--- config.mk ---
export PLATFORM = sky130hd
export DESIGN_NAME = decode_stage_sb
export DESIGN_NICKNAME = d
export VERILOG_FILES = /design/src/rtl/decode_stage_sb.sv
export SDC_FILE = /design/constraint.sdc
export NUM_CORES = 1
export LEC_CHECK = 0
export CAP_MARGIN = 20
export CORE_MARGIN = 2
export CORE_UTILIZATION = 56
export DETAILED_ROUTE_END_ITERATION = 12
export PLACE_DENSITY_LB_ADDON = 0.3
export SYNTH_ARGS = -nofsm -noshare
export SYNTH_HDL_FRONTEND = slang
export SYNTH_SLANG_ARGS = --single-unit
--- constraint.sdc ---
create_clock -name clk -period 10.3 [get_ports clk]
set_input_delay 2.06 -clock clk [delete_from_list [all_inputs] [get_ports clk]]
set_output_delay 2.06 -clock clk [all_outputs]
set_load 0.01 [all_outputs]
--- src/rtl/decode_stage_sb.sv ---
// Decode stage: register file with writeback bypass, pending-write
// scoreboard, immediate extension and a valid/ready ID/EX register.
// Optional macro DEC_STALL_CNT_EN enables the stall_cycles counter.
module decode_stage_sb #(
    parameter int DATA_W = 16,
    parameter int REG_AW = 3,
    parameter int CNT_W  = 2
) (
    input  logic              clk,
    input  logic              rst,
    input  logic              if_valid,
    input  logic [15:0]       if_instr,
    output logic              id_ready,
    input  logic              ctl_uses_rs,
    input  logic              ctl_uses_rt,
    input  logic              ctl_reg_write,
    input  logic [REG_AW-1:0] ctl_dst,
    input  logic [2:0]        ctl_imm_sel,
    input  logic              flush,
    input  logic              wb_write,
    input  logic [REG_AW-1:0] wb_sel,
    input  logic [DATA_W-1:0] wb_data,
    input  logic              ex_ready,
    output logic              ex_valid,
    output logic [DATA_W-1:0] ex_a,
    output logic [DATA_W-1:0] ex_b,
    output logic [DATA_W-1:0] ex_imm,
    output logic [15:0]       ex_instr,
    output logic [REG_AW-1:0] ex_dst,
    output logic              ex_reg_write,
    output logic              err,
    output logic [31:0]       stall_cycles
);

    localparam int NUM_REGS = 2 ** REG_AW;
    localparam logic [CNT_W-1:0] PEND_MAX = '1;

    logic [DATA_W-1:0] regs     [NUM_REGS];
    logic [CNT_W-1:0]  pend     [NUM_REGS];
    logic [CNT_W-1:0]  pend_nxt [NUM_REGS];

    logic [REG_AW-1:0] rs;
    logic [REG_AW-1:0] rt;
    logic [DATA_W-1:0] op_a;
    logic [DATA_W-1:0] op_b;
    logic [DATA_W-1:0] imm;
    logic              imm_ok;
    logic              haz_rs;
    logic              haz_rt;
    logic              haz_sat;
    logic              hazard;
    logic              fire;
    logic              wb_orphan;
    logic [NUM_REGS-1:0] inc_v;
    logic [NUM_REGS-1:0] dwb_v;
    logic [NUM_REGS-1:0] dfl_v;
    logic [CNT_W+1:0]  up;
    logic [CNT_W+1:0]  dn;

    assign rs = REG_AW'(if_instr[10:8]);
    assign rt = REG_AW'(if_instr[7:5]);

    assign op_a = (wb_write && wb_sel == rs) ? wb_data : regs[rs];
    assign op_b = (wb_write && wb_sel == rt) ? wb_data : regs[rt];

    // A single outstanding write retiring this cycle is covered by bypass.
    assign haz_rs = ctl_uses_rs && pend[rs] != '0 &&
                    !(pend[rs] == CNT_W'(1) && wb_write && wb_sel == rs);
    assign haz_rt = ctl_uses_rt && pend[rt] != '0 &&
                    !(pend[rt] == CNT_W'(1) && wb_write && wb_sel == rt);
    assign haz_sat = ctl_reg_write && pend[ctl_dst] == PEND_MAX;
    assign hazard  = haz_rs || haz_rt || haz_sat;

    assign id_ready  = !hazard && !flush && (!ex_valid || ex_ready);
    assign fire      = if_valid && id_ready;
    assign wb_orphan = wb_write && pend[wb_sel] == '0;

    assign inc_v = (fire && ctl_reg_write) ?
                   (NUM_REGS'(1) << ctl_dst) : '0;
    assign dwb_v = wb_write ? (NUM_REGS'(1) << wb_sel) : '0;
    assign dfl_v = (flush && ex_valid && ex_reg_write) ?
                   (NUM_REGS'(1) << ex_dst) : '0;

    // Immediate extension; unsupported selectors yield zero and flag err.
    always_comb begin
        imm    = '0;
        imm_ok = 1'b1;
        case (ctl_imm_sel)
            3'd0: imm = {{(DATA_W-5){if_instr[4]}}, if_instr[4:0]};
            3'd1: imm = {{(DATA_W-5){1'b0}}, if_instr[4:0]};
            3'd2: imm = {{(DATA_W-8){if_instr[7]}}, if_instr[7:0]};
            3'd3: imm = {{(DATA_W-8){1'b0}}, if_instr[7:0]};
            3'd4: imm = {{(DATA_W-11){if_instr[10]}}, if_instr[10:0]};
            default: imm_ok = 1'b0;
        endcase
    end

    // Scoreboard next state: issue adds, writeback and flush-kill subtract.
    always_comb begin
        up = '0;
        dn = '0;
        for (int i = 0; i < NUM_REGS; i++) begin
            up = {2'b00, pend[i]} + (CNT_W+2)'(inc_v[i]);
            dn = (CNT_W+2)'(dwb_v[i]) + (CNT_W+2)'(dfl_v[i]);
            pend_nxt[i] = (up > dn) ? CNT_W'(up - dn) : '0;
        end
    end

    // Pending-write counters.
    always_ff @(posedge clk or posedge rst) begin
        if (rst) begin
            for (int i = 0; i < NUM_REGS; i++) pend[i] <= '0;
        end else begin
            for (int i = 0; i < NUM_REGS; i++) pend[i] <= pend_nxt[i];
        end
    end

    // Register file writeback.
    always_ff @(posedge clk or posedge rst) begin
        if (rst) begin
            for (int i = 0; i < NUM_REGS; i++) regs[i] <= '0;
        end else if (wb_write) begin
            regs[wb_sel] <= wb_data;
        end
    end

    // ID/EX pipeline register with hold under backpressure.
    always_ff @(posedge clk or posedge rst) begin
        if (rst) begin
            ex_valid     <= 1'b0;
            ex_a         <= '0;
            ex_b         <= '0;
            ex_imm       <= '0;
            ex_instr     <= '0;
            ex_dst       <= '0;
            ex_reg_write <= 1'b0;
        end else if (fire) begin
            ex_valid     <= 1'b1;
            ex_a         <= op_a;
            ex_b         <= op_b;
            ex_imm       <= imm;
            ex_instr     <= if_instr;
            ex_dst       <= ctl_dst;
            ex_reg_write <= ctl_reg_write;
        end else if (flush || ex_ready) begin
            ex_valid     <= 1'b0;
        end
    end

    // Registered one-cycle error pulse.
    always_ff @(posedge clk or posedge rst) begin
        if (rst) begin
            err <= 1'b0;
        end else begin
            err <= wb_orphan || (fire && !imm_ok);
        end
    end

`ifdef DEC_STALL_CNT_EN
    // Count cycles where a valid instruction is held back by decode.
    always_ff @(posedge clk or posedge rst) begin
        if (rst) begin
            stall_cycles <= '0;
        end else if (if_valid && !id_ready && !flush) begin
            stall_cycles <= stall_cycles + 32'd1;
        end
    end
`else
    assign stall_cycles = '0;
`endif

endmodule
==> run_results.csv <==
group,metric,value,unit
run_status,status,"finished clean",
layout,drive_gt1_share,20.5,%
synthesis,synth_top_area_share,43.7,%
synthesis,syn_area_per_cell,11.3,um2
routing,num_vias,8392,
clocking,cts_setup_buffers,0,
synthesis,synthCells,1057,
setup_path,cp_data_arrival_time,5.04,ns
clocking,htreeDepth,1,
layout,syn2layout_area_growth,16.0,%
routing,antenna_left,0,
sta,fin_skew,0.0111,ns
floorplan,die_x,150,um
routing,drt_wl_total,28800,um
clocking,root_buffer,"clkbuf_16",
clocking,cts_buffers,23,
clocking,clock_latency,0.52,ns
floorplan,fp.dieH,150,um
floorplan,core,21000,um2
setup_path,crit_chain,"clkdlybuf4s50_1 > buf_4 > clkinv_1 > a211o_1 > a32oi_2 > and2_1 > clkdlybuf4s50_1",
sta,relSlewSlack,27.5,%
sta,fmax,141,MHz
routing,viasPerCell,5.86,
setup_path,cp-start-kind,"input pin",
layout,final_common_cell,"nand2_1",
sta,hold_violations,0,
placed_design,place_congestion,0.847,
sta,worstMarginPinSlew,1.09,ns
grt,grt_pass1_wl,46200,um
setup_path,slowest_delay,0.66,ns
synthesis,synth_area_leader_cell,"dfrtp_1",
sta,timing.final.max_slew_violations,0,
sta,setup_tns,0,ns
sta,rsz0062_at_grt,"no",
synthesis,yosysWarnings,0,
layout,nets,1232,
setup_path,required,8.24,ns
routing,dr.pass1.iters,5,
floorplan,placementRows,53,
grt,grt.overflow.total,0,
setup_path,critPathKind,"in -> out",
synthesis,syn-cell-area,12000,um2
setup_path,cp-end-kind,"output port",
job,drv_cap,0,
layout,insertedDiodeCount,0,
setup_path,cp_slowest_cell,"clkinv_1",
grt,grt_pass1_vias,8776,
placed_design,portBuffers,120,
grt,track_usage,26.3,%
grt,antenna_found_initial,0,
sta,period_share,68.9,%
clocking,cts_tree,"yes",
sta,final-setup-viol-count,0,
layout,final_cell_mix,"238 x nand2_1, 209 x dfrtp_1, 116 x clkdlybuf4s50_1",
setup_path,cp_max_fo,21,
setup_path,crit_top_cell,"clkdlybuf4s50_1",
power,leakage,0.00642,uW
synthesis,synth_enable_flop_cells,0,
power,power.density,212,nW/um2
synthesis,ys.flop_type,"dfrtp_1",
routing,wire_per_inst,20.1,um
sta,fin_ws,3.20,ns
synthesis,async_flop_share,100,%
floorplan,die-area,22500,um2
routing,drtIter0Drc,607,
synthesis,seq_area_frac_synth,43.7,%
clocking,cts_resized,0,
grt,grt_max_degree,91,
floorplan,initial_core_util,56.9,%
synthesis,ys_top_cells_by_area,"dfrtp_1 44%, mux4_2 14%, nand2_1 7.5%",
worst_hold_path,hp-class,"reg -> reg",
power,peakVddDrop,0.137,mV
clocking,clkSlewWorstSetupHoldPaths,0.06,ns
synthesis,ys_types,41,
routing,drcViolationCount,0,
floorplan,io_pins,153,
placed_design,hpwl,17800,um
synthesis,synth.ff_latch_count,209,
placed_design,dpl_worst_slack,3.24,ns
sta,min_period,7.10,ns
clocking,ctsHoldBuffers,0,
clocking,numClockSinks,209,
clocking,cts.path.max_buffers,3,
==> flip-flops by register name (all words and copies together) (netlist names) <==
register,count
regs,128
ex_instr,16
ex_dst,3
ex_b,16
ex_imm,11
ex_a,16
pend,16
err,1
ex_reg_write,1
ex_valid,1
==> power breakdown <==
part	switching (uW)	internal [uW]	leakage, uW
Clock	331	445	0.000359
Sequential	171	1050	0.00258
Combinational	369	569	0.00348
==> routing by layer <==
metal  wire (um)  part of all wire (%)  up-vias  track usage [%]
met3        2100                   7.3       65             4.21
li1            -                     -     3756                -
met2       13700                    47      370             43.9
met1       12200                    42     4201             35.7
met4         865                   3.0        0             8.49
met5           0                     0        -                0
==> per-stage QoR <==
stage / utilization, % / total power [uW] / hold WS [ns] / instances / cell area (um2)
2_1_floorplan: - / 1780 / 0.457 / 1088 / 12100
3_3_place_gp: 62.6 / 2140 / 0.471 / 1392 / 13200
3_5_place_dp: 62.6 / 2170 / 0.480 / 1392 / 13200
4_1_cts: 66.0 / 2960 / 0.493 / 1432 / 13900
5_1_grt: 66.0 / 3110 / 0.519 / 1432 / 13900
6_report: 66.0 / 2940 / 0.485 / 1432 / 13900
==> critical path, delay by kind of cell <==
family | cells | cell delay [ns]
buffers and inverters | 4 | 1.98
AO/OA/AOI/OAI | 2 | 0.80
AND/OR/NAND/NOR | 1 | 0.20
==> path summary, 6_finish.rpt <==
| check | slack (ns) | cells after the start | endpoint | start |
|---|---|---|---|---|
| worst max register to register | 6.88 | 10 | pend[10] | pend[14] |
| max in group asynchronous | 7.03 | 3 | regs[104] | rst |
| worst max-delay path | 3.20 | 7 | id_ready | if_instr[10] |
| worst min register to register | 0.48 | 1 | ex_a[7] | ex_a[7] |
| min in group asynchronous | 2.01 | 2 | pend[12] | rst |
| worst min-delay path | 0.48 | 1 | ex_a[7] | ex_a[7] |
==> Yosys cell counts, types with 9 or more instances <==
cell type and number:
nand2_1 238, dfrtp_1 209, mux4_2 74, mux2_2 58, nor2_1 55, clkbuf_1 47
mux2_4 40, a21oi_1 39, buf_4 39, inv_1 38, ha_1 32, mux2_1 24
mux2i_1 24, a31oi_1 16, nand2b_1 16, nor3_1 10, buf_1 9
==> cell type report <==
cell class | count | area (um2)
Tap cell | 275 | 344
Clock buffer | 31 | 656
Fill cell | 1575 | 7150
Multi-Input combinational cell | 729 | 6120
Sequential cell | 209 | 5230
Clock inverter | 9 | 52.6
Inverter | 43 | 169
Timing Repair Buffer | 136 | 1300
==> cell families after synthesis <==
kind of cell	after synthesis	synth area share, %
fa+ha+maj	40	4.69
mux	220	28.7
buf+inv	150	6.27
compound gates	75	3.68
other cells	1	0.0314
flops	209	43.7
xor+xnor	6	0.440
simple gates	356	12.5
No activity file was read; power rests on OpenSTA's default activity.
